$ cat config.mk
export PLATFORM = sky130hd
export DESIGN_NAME = semaphore_access_initiator_flat
export DESIGN_NICKNAME = d
export VERILOG_FILES = /design/src/rtl/semaphore_access_initiator_if.sv /design/src/rtl/semaphore_access_initiator.sv /design/src/flat_wrapper.sv
export SDC_FILE = /design/constraint.sdc
export NUM_CORES = 1
export LEC_CHECK = 0
export CAP_MARGIN = 10
export CORE_MARGIN = 4
export CORE_UTILIZATION = 45
export CTS_BUF_LIST = sky130_fd_sc_hd__clkbuf_8
export CTS_CLUSTER_SIZE = 8
export DETAILED_ROUTE_END_ITERATION = 12
export GPL_TIMING_DRIVEN = 0
export MAX_ROUTING_LAYER = met4
export PLACE_DENSITY = 0.71
export RECOVER_POWER = 25
export REMOVE_ABC_BUFFERS = 1
export SLEW_MARGIN = 10
export SYNTH_ARGS = -nofsm -noshare
export SYNTH_HDL_FRONTEND = slang
export SYNTH_SLANG_ARGS = --single-unit
export TNS_END_PERCENT = 10
$ cat constraint.sdc
create_clock -name clk -period 3 [get_ports clk]
set_clock_uncertainty 0.05 [all_clocks]
set_input_delay 0.45 -clock clk [delete_from_list [all_inputs] [get_ports clk]]
set_output_delay 0.45 -clock clk [all_outputs]
set_load 0.005 [all_outputs]
$ cat src/rtl/semaphore_access_initiator_if.sv
// Command/response and semaphore-array handshake bundle of one core's initiator.
// master = the initiator; slave = the core/array side driving commands and ready flags.
interface semaphore_access_initiator_if #(
  parameter int ADDR_W = 4
);
  logic              cmd_valid;
  logic              cmd_ready;
  logic [1:0]        cmd_op;
  logic [ADDR_W-1:0] cmd_addr;
  logic              rsp_valid;
  logic [1:0]        rsp_code;
  logic              held_valid;
  logic [ADDR_W-1:0] held_addr;
  logic [ADDR_W-1:0] WR_Addr;
  logic              WR_EN;
  logic              WR;
  logic              WR_RDY;
  logic [ADDR_W-1:0] RD_Addr;
  logic              RD_EN;
  logic              RD;
  logic              RD_Release;
  logic              RD_RDY;

  modport master (
    input  cmd_valid, cmd_op, cmd_addr, WR_RDY, RD_RDY,
    output cmd_ready, rsp_valid, rsp_code, held_valid, held_addr,
           WR_Addr, WR_EN, WR, RD_Addr, RD_EN, RD, RD_Release
  );

  modport slave (
    output cmd_valid, cmd_op, cmd_addr, WR_RDY, RD_RDY,
    input  cmd_ready, rsp_valid, rsp_code, held_valid, held_addr,
           WR_Addr, WR_EN, WR, RD_Addr, RD_EN, RD, RD_Release
  );
endinterface

$ cat src/rtl/semaphore_access_initiator.sv
// One-command-at-a-time WRITE/ACQUIRE/RELEASE initiator; response 3 cycles after accept (2 for
// RELEASE, 1 for errors) when ready is high; waits up to TIMEOUT cycles; cmd_ready only in IDLE.
module semaphore_access_initiator #(
  parameter int ADDR_W  = 4,
  parameter int TIMEOUT = 255,
  parameter int TO_W    = 8
) (
  input logic                   clk,
  input logic                   rst,
  semaphore_access_initiator_if.master bus
);

  typedef enum logic [2:0] {
    IDLE, WR_WAIT, WR_PULSE, RD_WAIT, RD_PULSE, REL_PULSE, RESP
  } state_t;

  localparam logic [1:0] OP_WRITE = 2'b00;
  localparam logic [1:0] OP_ACQ   = 2'b01;
  localparam logic [1:0] OP_REL   = 2'b10;
  localparam logic [1:0] OP_RSV   = 2'b11;

  localparam logic [1:0] RC_OK    = 2'b00;
  localparam logic [1:0] RC_TMO   = 2'b01;
  localparam logic [1:0] RC_BAD   = 2'b10;
  localparam logic [1:0] RC_LOCK  = 2'b11;

  localparam logic [TO_W-1:0] CNT_LAST = TO_W'(TIMEOUT - 1);

  state_t            state_q, state_d;
  logic [ADDR_W-1:0] addr_q, addr_d;
  logic [TO_W-1:0]   cnt_q, cnt_d;
  logic [1:0]        code_q, code_d;
  logic              held_valid_q, held_valid_d;
  logic [ADDR_W-1:0] held_addr_q, held_addr_d;

  logic              cmd_ready_q, cmd_ready_d;
  logic              rsp_valid_q, rsp_valid_d;
  logic [1:0]        rsp_code_q, rsp_code_d;
  logic              wr_en_q, wr_en_d;
  logic              wr_q, wr_d;
  logic [ADDR_W-1:0] wr_addr_q, wr_addr_d;
  logic              rd_en_q, rd_en_d;
  logic              rd_q, rd_d;
  logic              rd_rel_q, rd_rel_d;
  logic [ADDR_W-1:0] rd_addr_q, rd_addr_d;

  always_comb begin
    state_d      = state_q;
    addr_d       = addr_q;
    cnt_d        = cnt_q;
    code_d       = code_q;
    held_valid_d = held_valid_q;
    held_addr_d  = held_addr_q;

    case (state_q)
      IDLE: begin
        if (bus.cmd_valid && cmd_ready_q) begin
          addr_d = bus.cmd_addr;
          cnt_d  = '0;
          code_d = RC_OK;
          if (bus.cmd_addr == '0 || bus.cmd_op == OP_RSV) begin
            state_d = RESP;
            code_d  = RC_BAD;
          end else if (bus.cmd_op == OP_ACQ && held_valid_q) begin
            state_d = RESP;
            code_d  = RC_LOCK;
          end else if (bus.cmd_op == OP_REL &&
                       (!held_valid_q || bus.cmd_addr != held_addr_q)) begin
            state_d = RESP;
            code_d  = RC_LOCK;
          end else begin
            case (bus.cmd_op)
              OP_WRITE: state_d = WR_WAIT;
              OP_ACQ:   state_d = RD_WAIT;
              default:  state_d = REL_PULSE;
            endcase
          end
        end
      end
      WR_WAIT: begin
        // A ready flag in the last allowed wait cycle still wins over the timeout.
        if (bus.WR_RDY) begin
          state_d = WR_PULSE;
        end else if (cnt_q == CNT_LAST) begin
          state_d = RESP;
          code_d  = RC_TMO;
        end else begin
          cnt_d = cnt_q + TO_W'(1);
        end
      end
      WR_PULSE: begin
        state_d = RESP;
        code_d  = RC_OK;
      end
      RD_WAIT: begin
        if (bus.RD_RDY) begin
          state_d = RD_PULSE;
        end else if (cnt_q == CNT_LAST) begin
          state_d = RESP;
          code_d  = RC_TMO;
        end else begin
          cnt_d = cnt_q + TO_W'(1);
        end
      end
      RD_PULSE: begin
        held_valid_d = 1'b1;
        held_addr_d  = addr_q;
        state_d      = RESP;
        code_d       = RC_OK;
      end
      REL_PULSE: begin
        held_valid_d = 1'b0;
        held_addr_d  = '0;
        state_d      = RESP;
        code_d       = RC_OK;
      end
      RESP:    state_d = IDLE;
      default: state_d = IDLE;
    endcase

    // Outputs are decoded from the next state so every port comes straight from a flop.
    cmd_ready_d = (state_d == IDLE);
    rsp_valid_d = (state_d == RESP);
    rsp_code_d  = (state_d == RESP) ? code_d : RC_OK;
    wr_en_d     = (state_d == WR_WAIT) || (state_d == WR_PULSE);
    wr_d        = (state_d == WR_PULSE);
    wr_addr_d   = wr_en_d ? addr_d : '0;
    rd_en_d     = (state_d == RD_WAIT) || (state_d == RD_PULSE) || (state_d == REL_PULSE);
    rd_d        = (state_d == RD_PULSE);
    rd_rel_d    = (state_d == REL_PULSE);
    rd_addr_d   = !rd_en_d ? '0 : (state_d == REL_PULSE) ? held_addr_q : addr_d;
  end

  always_ff @(posedge clk) begin
    if (rst) begin
      state_q      <= IDLE;
      addr_q       <= '0;
      cnt_q        <= '0;
      code_q       <= RC_OK;
      held_valid_q <= 1'b0;
      held_addr_q  <= '0;
      cmd_ready_q  <= 1'b1;
      rsp_valid_q  <= 1'b0;
      rsp_code_q   <= RC_OK;
      wr_en_q      <= 1'b0;
      wr_q         <= 1'b0;
      wr_addr_q    <= '0;
      rd_en_q      <= 1'b0;
      rd_q         <= 1'b0;
      rd_rel_q     <= 1'b0;
      rd_addr_q    <= '0;
    end else begin
      state_q      <= state_d;
      addr_q       <= addr_d;
      cnt_q        <= cnt_d;
      code_q       <= code_d;
      held_valid_q <= held_valid_d;
      held_addr_q  <= held_addr_d;
      cmd_ready_q  <= cmd_ready_d;
      rsp_valid_q  <= rsp_valid_d;
      rsp_code_q   <= rsp_code_d;
      wr_en_q      <= wr_en_d;
      wr_q         <= wr_d;
      wr_addr_q    <= wr_addr_d;
      rd_en_q      <= rd_en_d;
      rd_q         <= rd_d;
      rd_rel_q     <= rd_rel_d;
      rd_addr_q    <= rd_addr_d;
    end
  end

  assign bus.cmd_ready  = cmd_ready_q;
  assign bus.rsp_valid  = rsp_valid_q;
  assign bus.rsp_code   = rsp_code_q;
  assign bus.held_valid = held_valid_q;
  assign bus.held_addr  = held_addr_q;
  assign bus.WR_EN      = wr_en_q;
  assign bus.WR         = wr_q;
  assign bus.WR_Addr    = wr_addr_q;
  assign bus.RD_EN      = rd_en_q;
  assign bus.RD         = rd_q;
  assign bus.RD_Release = rd_rel_q;
  assign bus.RD_Addr    = rd_addr_q;

endmodule

$ cat src/flat_wrapper.sv
// flat-port wrapper written by rule: the top's interface ports become plain ports
module semaphore_access_initiator_flat 
#(
  parameter int ADDR_W  = 4,
  parameter int TIMEOUT = 255,
  parameter int TO_W    = 8
)
  (clk, rst, bus_cmd_valid, bus_cmd_op, bus_cmd_addr, bus_WR_RDY, bus_RD_RDY, bus_cmd_ready, bus_rsp_valid, bus_rsp_code, bus_held_valid, bus_held_addr, bus_WR_Addr, bus_WR_EN, bus_WR, bus_RD_Addr, bus_RD_EN, bus_RD, bus_RD_Release);
  semaphore_access_initiator_if #(.ADDR_W(ADDR_W)) bus_i ();
  input logic clk;
  input logic rst;
  input wire logic [$bits(bus_i.cmd_valid)-1:0] bus_cmd_valid;
  input wire logic [$bits(bus_i.cmd_op)-1:0] bus_cmd_op;
  input wire logic [$bits(bus_i.cmd_addr)-1:0] bus_cmd_addr;
  input wire logic [$bits(bus_i.WR_RDY)-1:0] bus_WR_RDY;
  input wire logic [$bits(bus_i.RD_RDY)-1:0] bus_RD_RDY;
  output wire logic [$bits(bus_i.cmd_ready)-1:0] bus_cmd_ready;
  output wire logic [$bits(bus_i.rsp_valid)-1:0] bus_rsp_valid;
  output wire logic [$bits(bus_i.rsp_code)-1:0] bus_rsp_code;
  output wire logic [$bits(bus_i.held_valid)-1:0] bus_held_valid;
  output wire logic [$bits(bus_i.held_addr)-1:0] bus_held_addr;
  output wire logic [$bits(bus_i.WR_Addr)-1:0] bus_WR_Addr;
  output wire logic [$bits(bus_i.WR_EN)-1:0] bus_WR_EN;
  output wire logic [$bits(bus_i.WR)-1:0] bus_WR;
  output wire logic [$bits(bus_i.RD_Addr)-1:0] bus_RD_Addr;
  output wire logic [$bits(bus_i.RD_EN)-1:0] bus_RD_EN;
  output wire logic [$bits(bus_i.RD)-1:0] bus_RD;
  output wire logic [$bits(bus_i.RD_Release)-1:0] bus_RD_Release;
  assign bus_i.cmd_valid = bus_cmd_valid;
  assign bus_i.cmd_op = bus_cmd_op;
  assign bus_i.cmd_addr = bus_cmd_addr;
  assign bus_i.WR_RDY = bus_WR_RDY;
  assign bus_i.RD_RDY = bus_RD_RDY;
  assign bus_cmd_ready = bus_i.cmd_ready;
  assign bus_rsp_valid = bus_i.rsp_valid;
  assign bus_rsp_code = bus_i.rsp_code;
  assign bus_held_valid = bus_i.held_valid;
  assign bus_held_addr = bus_i.held_addr;
  assign bus_WR_Addr = bus_i.WR_Addr;
  assign bus_WR_EN = bus_i.WR_EN;
  assign bus_WR = bus_i.WR;
  assign bus_RD_Addr = bus_i.RD_Addr;
  assign bus_RD_EN = bus_i.RD_EN;
  assign bus_RD = bus_i.RD;
  assign bus_RD_Release = bus_i.RD_Release;
  semaphore_access_initiator #(.ADDR_W(ADDR_W), .TIMEOUT(TIMEOUT), .TO_W(TO_W)) u_core (.clk(clk), .rst(rst), .bus(bus_i));
endmodule
# [Word level (Yosys, flattened, before mapping)]
# Index checks and enable logic that the tools add are counted.
[word_totals] ff_bits=39 in_bits=11 out_inout_bits=22 wordCells=86
[op_classes] bitwise=3 addsub=1 reduce_logical=20 n_eq_ne=19 n_mux=27
[ops] operator="$mux W8" n=4
[ops] operator="$pmux W8 S3" n=1
[ops] operator="$mux W3" n=7
[ops] operator="$eq A3 B3 Y1 const B" n=5
[ops] operator="$mux W2" n=7
[ops] operator="$eq A3 B2 Y1 const B" n=4
[ops] operator="$mux W4" n=3
[ops] operator="$pmux W3 S4" n=1
[ops] operator="$add A8 B1 Y8 const B" n=1
[ops] operator="$eq A8 B8 Y1 const B" n=1
[ops] operator="$pmux W2 S4" n=1
[ops] operator="$pmux W4 S2" n=1
[ops] operator="$eq A3 B1 Y1 const B" n=2
[ops] operator="$logic_not A3 Y1" n=2
[ops] operator="$pmux W3 S2" n=1
[ops] operator="$reduce_or A2 Y1" n=3
[ops] operator="$logic_or A1 B1 Y1" n=5
[ops] operator="$eq A2 B2 Y1 const B" n=2
[ops] operator="$logic_not A4 Y1" n=1
[ops] operator="$ne A2 B2 Y1 const B" n=2
[ops] operator="$ne A4 B4 Y1" n=1
[ops] operator="$reduce_and A4 Y1" n=1
[ops] operator="$logic_and A1 B1 Y1" n=3
[ops] operator="$not A1 Y1" n=3
[ops] operator="8 further kinds" n=8

# [Longest topological paths before layout]
[depth] word_depth=13 depth_mapped=9 depth_no_buf=9

# [Worst setup path after synthesis]
# No wires, ideal clock.
[synth_timing] kind="register to register" start="reg u_core.cnt_q[0]" end="reg u_core.wr_addr_q[0] (netlist: u_core.bus.WR_Addr[0])" setup_time_ns=0.133 setup_slack_ns=1.037 required_ns=2.817 arrival_ns=1.781 n_path_buf=0 synth_period_minus_slack_ns=1.963 path_stages_with_launch=9 cell_sequence="dfxtp_1 > inv_1 > ha_1 > and3_1 > and2_1 > o41ai_2 > o21ai_4 > xnor2_1 > nor4_1"
[synth_via] elab_chain_cells=8 elab_cells_between_ends=10 classes_between="eq/ne: 3; mux: 4; bitwise: 1; reduce/logical: 2"
[synth_rtl] element="start: declaration" line_no="semaphore_access_initiator.sv:31" rtl="logic [TO_W-1:0] cnt_q, cnt_d;"
[synth_rtl] element="start signal: assignment" line_no="semaphore_access_initiator.sv:155" rtl="cnt_q <= cnt_d;"
[synth_rtl] element="$eq A8 B8 Y1 (*)" line_no="semaphore_access_initiator.sv:84, semaphore_access_initiator.sv:98"
[synth_rtl] element="$mux W3 (*)" line_no="semaphore_access_initiator.sv:84, semaphore_access_initiator.sv:98"
[synth_rtl] element="$mux W3 (on tied branches)" line_no="semaphore_access_initiator.sv:96, semaphore_access_initiator.sv:82"
[synth_rtl] element="$pmux W3 S4 (*)" line_no="semaphore_access_initiator.sv:55" rtl="case (state_q)"
[synth_rtl] element="$eq A3 B1 Y1 / $eq A3 B2 Y1 (equally long branches)" line_no="semaphore_access_initiator.sv:125" rtl="wr_en_d = (state_d == WR_WAIT) || (state_d == WR_PULSE);"
[synth_rtl] element="$logic_or A1 B1 Y1 (*)" line_no="semaphore_access_initiator.sv:125"
[synth_rtl] element="$not A1 Y1 (no source line) (*)"
[synth_rtl] element="$reduce_or A2 Y1 (no source line) (*)"
[synth_rtl] element="end signal: assignment" line_no="semaphore_access_initiator.sv:164" rtl="wr_addr_q <= wr_addr_d;"
[synth_rtl] element="end: declaration" line_no="semaphore_access_initiator.sv:41" rtl="logic [ADDR_W-1:0] wr_addr_q, wr_addr_d;"
# Every way passes the cells marked *; elsewhere a longest branch is shown, timed or not.
# A chain may end at the register's enable or synchronous reset.

# [Worst setup path after layout]
[layout_timing] start="in bus_cmd_addr[1]" end="reg u_core.wr_addr_q[1] (netlist: u_core.bus.WR_Addr[1])"
[layout_via] elab_chain_cells=12 elab_cells_between_ends=17 classes_between="eq/ne: 3; mux: 7; bitwise: 1; reduce/logical: 6"
[layout_rtl] element="start: declaration" line_no="flat_wrapper.sv:14" rtl="input wire logic [$bits(bus_i.cmd_addr)-1:0] bus_cmd_addr;"
[layout_rtl] element="$ne A4 B4 Y1" line_no="semaphore_access_initiator.sv:68" rtl="(!held_valid_q || bus.cmd_addr != held_addr_q)) begin"
[layout_rtl] element="$logic_or A1 B1 Y1" line_no="semaphore_access_initiator.sv:68"
[layout_rtl] element="$logic_and A1 B1 Y1" line_no="semaphore_access_initiator.sv:67" rtl="end else if (bus.cmd_op == OP_REL &&"
[layout_rtl] element="$mux W3" line_no="semaphore_access_initiator.sv:67"
[layout_rtl] element="$mux W3" line_no="semaphore_access_initiator.sv:64" rtl="end else if (bus.cmd_op == OP_ACQ && held_valid_q) begin"
[layout_rtl] element="$mux W3" line_no="semaphore_access_initiator.sv:61" rtl="if (bus.cmd_addr == '0 || bus.cmd_op == OP_RSV) begin"
[layout_rtl] element="$mux W3" line_no="semaphore_access_initiator.sv:57" rtl="if (bus.cmd_valid && cmd_ready_q) begin"
[layout_rtl] element="$pmux W3 S4" line_no="semaphore_access_initiator.sv:55"
[layout_rtl] element="$eq A3 B1 Y1 / $eq A3 B2 Y1 (equally long branches)" line_no="semaphore_access_initiator.sv:125"
[layout_rtl] element="$logic_or A1 B1 Y1" line_no="semaphore_access_initiator.sv:125"
[layout_rtl] element="$not A1 Y1 (no source line)"
[layout_rtl] element="$reduce_or A2 Y1 (no source line)"
# Parallel ways exist; a longest one is shown, timed or not.

==> impl_metrics.ini <==
[floorplanning]
core_area_mm2 = 0.00372
pin_count = 33
initial_core_util_pct = 47.2
die_w_um = 70.5
fp.dieH_um = 70.5
row_count = 22
fp.dieArea_mm2 = 0.00496

[job]
cap_violations = 0

[timing]
relSlewSlack_pct = 46.2
worst_slew_pin_slew_ns = 0.804
max_freq_mhz = 416
finalCritPeriodShare_pct = 80.1
worst_slack_ns = 0.596
rsz0062_at_grt = false
setup-tns-final_ns = 0
fin_crit_ns = 2.40
slew_violations = 0
setup_viol = 0
hold_viol = 0

[power_and_ir_drop]
swShare_pct = 35.7
p_leak_nw = 0.879
p_clk_share_pct = 24.6
powerDensity_mw_per_mm2 = 805
switchingPower_w = 0.000635
internal-power_w = 0.00114
power_frac_comb_pct = 36.1
share_seq_of_total_power_pct = 39.2
ir_worst_vdd_mv = 0.295

[clock_network]
post_cts_buffers = 0
cts_tree = yes
holdBufCountCts = 0
clkLatencyLatePin_ns = 0.30
h-tree-depth = 2
cts-root-buf = clkbuf_8
clock-sinks = 39
numCtsBuffers = 5
path_clk_slew_ns = 0.08
cts-resized-gates = 0
cts_max_path_buffers = 2

[global_routing]
grt_max_degree = 23
grt_use_total_pct = 16.6
antenna_found_initial = 0
grt_pass1_vias = 1396
grt_overflow_total = 0
grt_pass1_wl_mm = 6.33

[worst_setup_path]
cp-start-kind = input pin
rrSetupSlack_ns = 0.68
worstPathArrival_ns = 2.50
cpMaxStageDelayCell = clkdlybuf4s50_1
worst_ep_required_time_ns = 3.09
crit_chain = clkdlybuf4s50_1 -> xnor2_1 -> nand3_1 -> nor4_1 -> o21ai_4 -> xnor2_1 -> nor4_1
path_class = in -> reg
end_kind = flop
slowest_delay_ns = 0.58
crit_fanout = 7

[logic_synthesis]
seq_area_frac_synth_pct = 44.5
avgSynthCellArea_um2 = 9.34
yosysUniqueCellTypes = 47
async_flop_share_pct = 0
ys_seq_elements = 39
syn_area_mm2 = 0.00176
syn_inst = 188
yosysWarnings = 0
synth_edf_count = 0
yosys_most_used_dff = dfxtp_1

[placed_design]
dp_hpwl_mm = 2.79
dp_slack_ns = 0.291
io_buffer_count = 32
dpl_cell_area_mm2 = 0.00210
gp_congestion = 0.825

[detailed_routing]
num_vias = 1438
wirelength_mm = 3.83
postRouteAntennaNets = 0
first_iter_violations = 122
viasPerCell = 5.37
wl_per_cell_um = 14.3
firstDrtPassIters = 4
drc = 0

[layout]
final_core_util_pct = 59.5
n_antenna_cell = 0
seq_area_um2 = 781
area_delta_synth_final_pct = 25.9
drive_above_1_share_pct = 8.64
multi_input_area_um2 = 915
fin_area_mm2 = 0.00221
fill_cells = 330
fin_nets = 232

[hold_path]
hold_class = reg -> reg

[status]
status = finished clean
==> cell usage after synthesis (all sizes together), types with 2 or more instances <==
cell / instances / area (um^2)
a21oi: 17 / 85.1
a22o: 3 / 26.3
a31oi: 2 / 12.5
and3: 4 / 25.0
buf: 5 / 26.3
clkbuf: 3 / 11.3
dfxtp: 39 / 781
ha: 2 / 25.0
inv: 6 / 22.5
mux2i: 6 / 60.1
nand2: 9 / 33.8
nand2b: 8 / 50.1
nand3: 5 / 35.0
nand4: 4 / 25.0
nor2: 23 / 93.8
nor2b: 3 / 18.8
nor3: 4 / 31.3
nor3b: 6 / 45.0
nor4: 5 / 46.3
o21a: 2 / 15.0
o21ai: 4 / 35.0
o22ai: 2 / 12.5
xnor2: 6 / 52.6
xor2: 6 / 52.6
==> power groups by stage <==
stage | Clock (W) | Sequential (W) | Combinational [W]
4_1_cts | 0.000442 | 0.000700 | 0.000660
5_1_grt | 0.000463 | 0.000709 | 0.000717
2_1_floorplan | 0 | 0.000697 | 0.000426
3_3_place_gp | 0 | 0.000706 | 0.000641
6_report | 0.000438 | 0.000698 | 0.000643
3_5_place_dp | 0 | 0.000711 | 0.000658
==> cells by family after synthesis <==
| logic type | count (synthesis) | synth area share (%) |
|---|---|---|
| and+or+nand+nor | 76 | 25.1 |
| AOI/OAI and AO/OA | 39 | 16.2 |
| DFF | 39 | 44.5 |
| buffers and inverters | 14 | 3.42 |
| xor gates and xnor gates | 12 | 5.99 |
| muxes | 6 | 3.42 |
| adders and majority gates | 2 | 1.43 |
==> path summary, 6_finish.rpt <==
path | from | to | cells past startpoint
setup / recovery | bus_cmd_addr[1] | u_core.bus.WR_Addr[1] | 7
hold / removal | u_core.code_q[1] | u_core.code_q[1] | 2
setup reg to reg | u_core.cnt_q[0] | u_core.bus.WR_Addr[1] | 8
hold reg to reg | u_core.code_q[1] | u_core.code_q[1] | 2
==> through the flow <==
step	instances	power, W	hold slack, ns
finish	268	0.00178	0.451
global route	268	0.00189	0.477
CTS	268	0.00180	0.455
detailed placement	260	0.00137	0.429
global placement	260	0.00135	0.417
floorplan	180	0.00112	0.397
==> per-layer routing <==
metal,global-route usage [%],part of all wire [%],up-vias
li1,-,-,720
met1,19.5,47,675
met2,26.1,46,36
met3,4.75,4.7,7
met4,7.45,2.0,0
met5,-,0,-
==> registers in the layout (all words and copies together), names as in the netlist, 2 cells and up <==
register              count
u_core.bus.RD_Addr        4
u_core.addr_q             4
u_core.bus.held_addr      4
u_core.code_q             2
u_core.bus.WR_Addr        4
u_core.bus.rsp_code       2
u_core.cnt_q              8
u_core.state_q            3
==> placed cells by master (no fill, tap or decap), types with 2 or more instances in the layout <==
master,n
dfxtp_1,39
nor4_1,4
xnor2_1,6
nand2b_1,8
nor3b_1,6
dlygate4sd3_1,15
nand3_2,2
o21a_1,2
nor2b_1,3
nand2_1,9
inv_1,5
clkbuf_8,5
nand3_1,3
o21ai_0,2
nand4_1,4
a21oi_1,17
a31oi_1,2
mux2i_1,6
o22ai_1,2
clkdlybuf4s50_1,17
nor3_1,3
xor2_1,6
a22o_1,3
nor2_1,22
and3_1,4
ha_1,2
==> critical path: cells and delay by family <==
kind                      cells  cell delay, ns
and+or+nand+nor               3            0.71
xor gates and xnor gates      2            0.59
buffers and inverters         1            0.58
AOI/OAI and AO/OA             1            0.16
==> layout make-up <==
type / count / area share (%)
timing repair buffer: 32 / 14.5
inverter: 6 / 1.02
multi-input combinational: 135 / 41.4
clock buffer: 5 / 3.11
clock inverter: 3 / 1.98
tap: 48 / 2.72
sequential: 39 / 35.3
No activity file was read; power rests on OpenSTA's default activity.
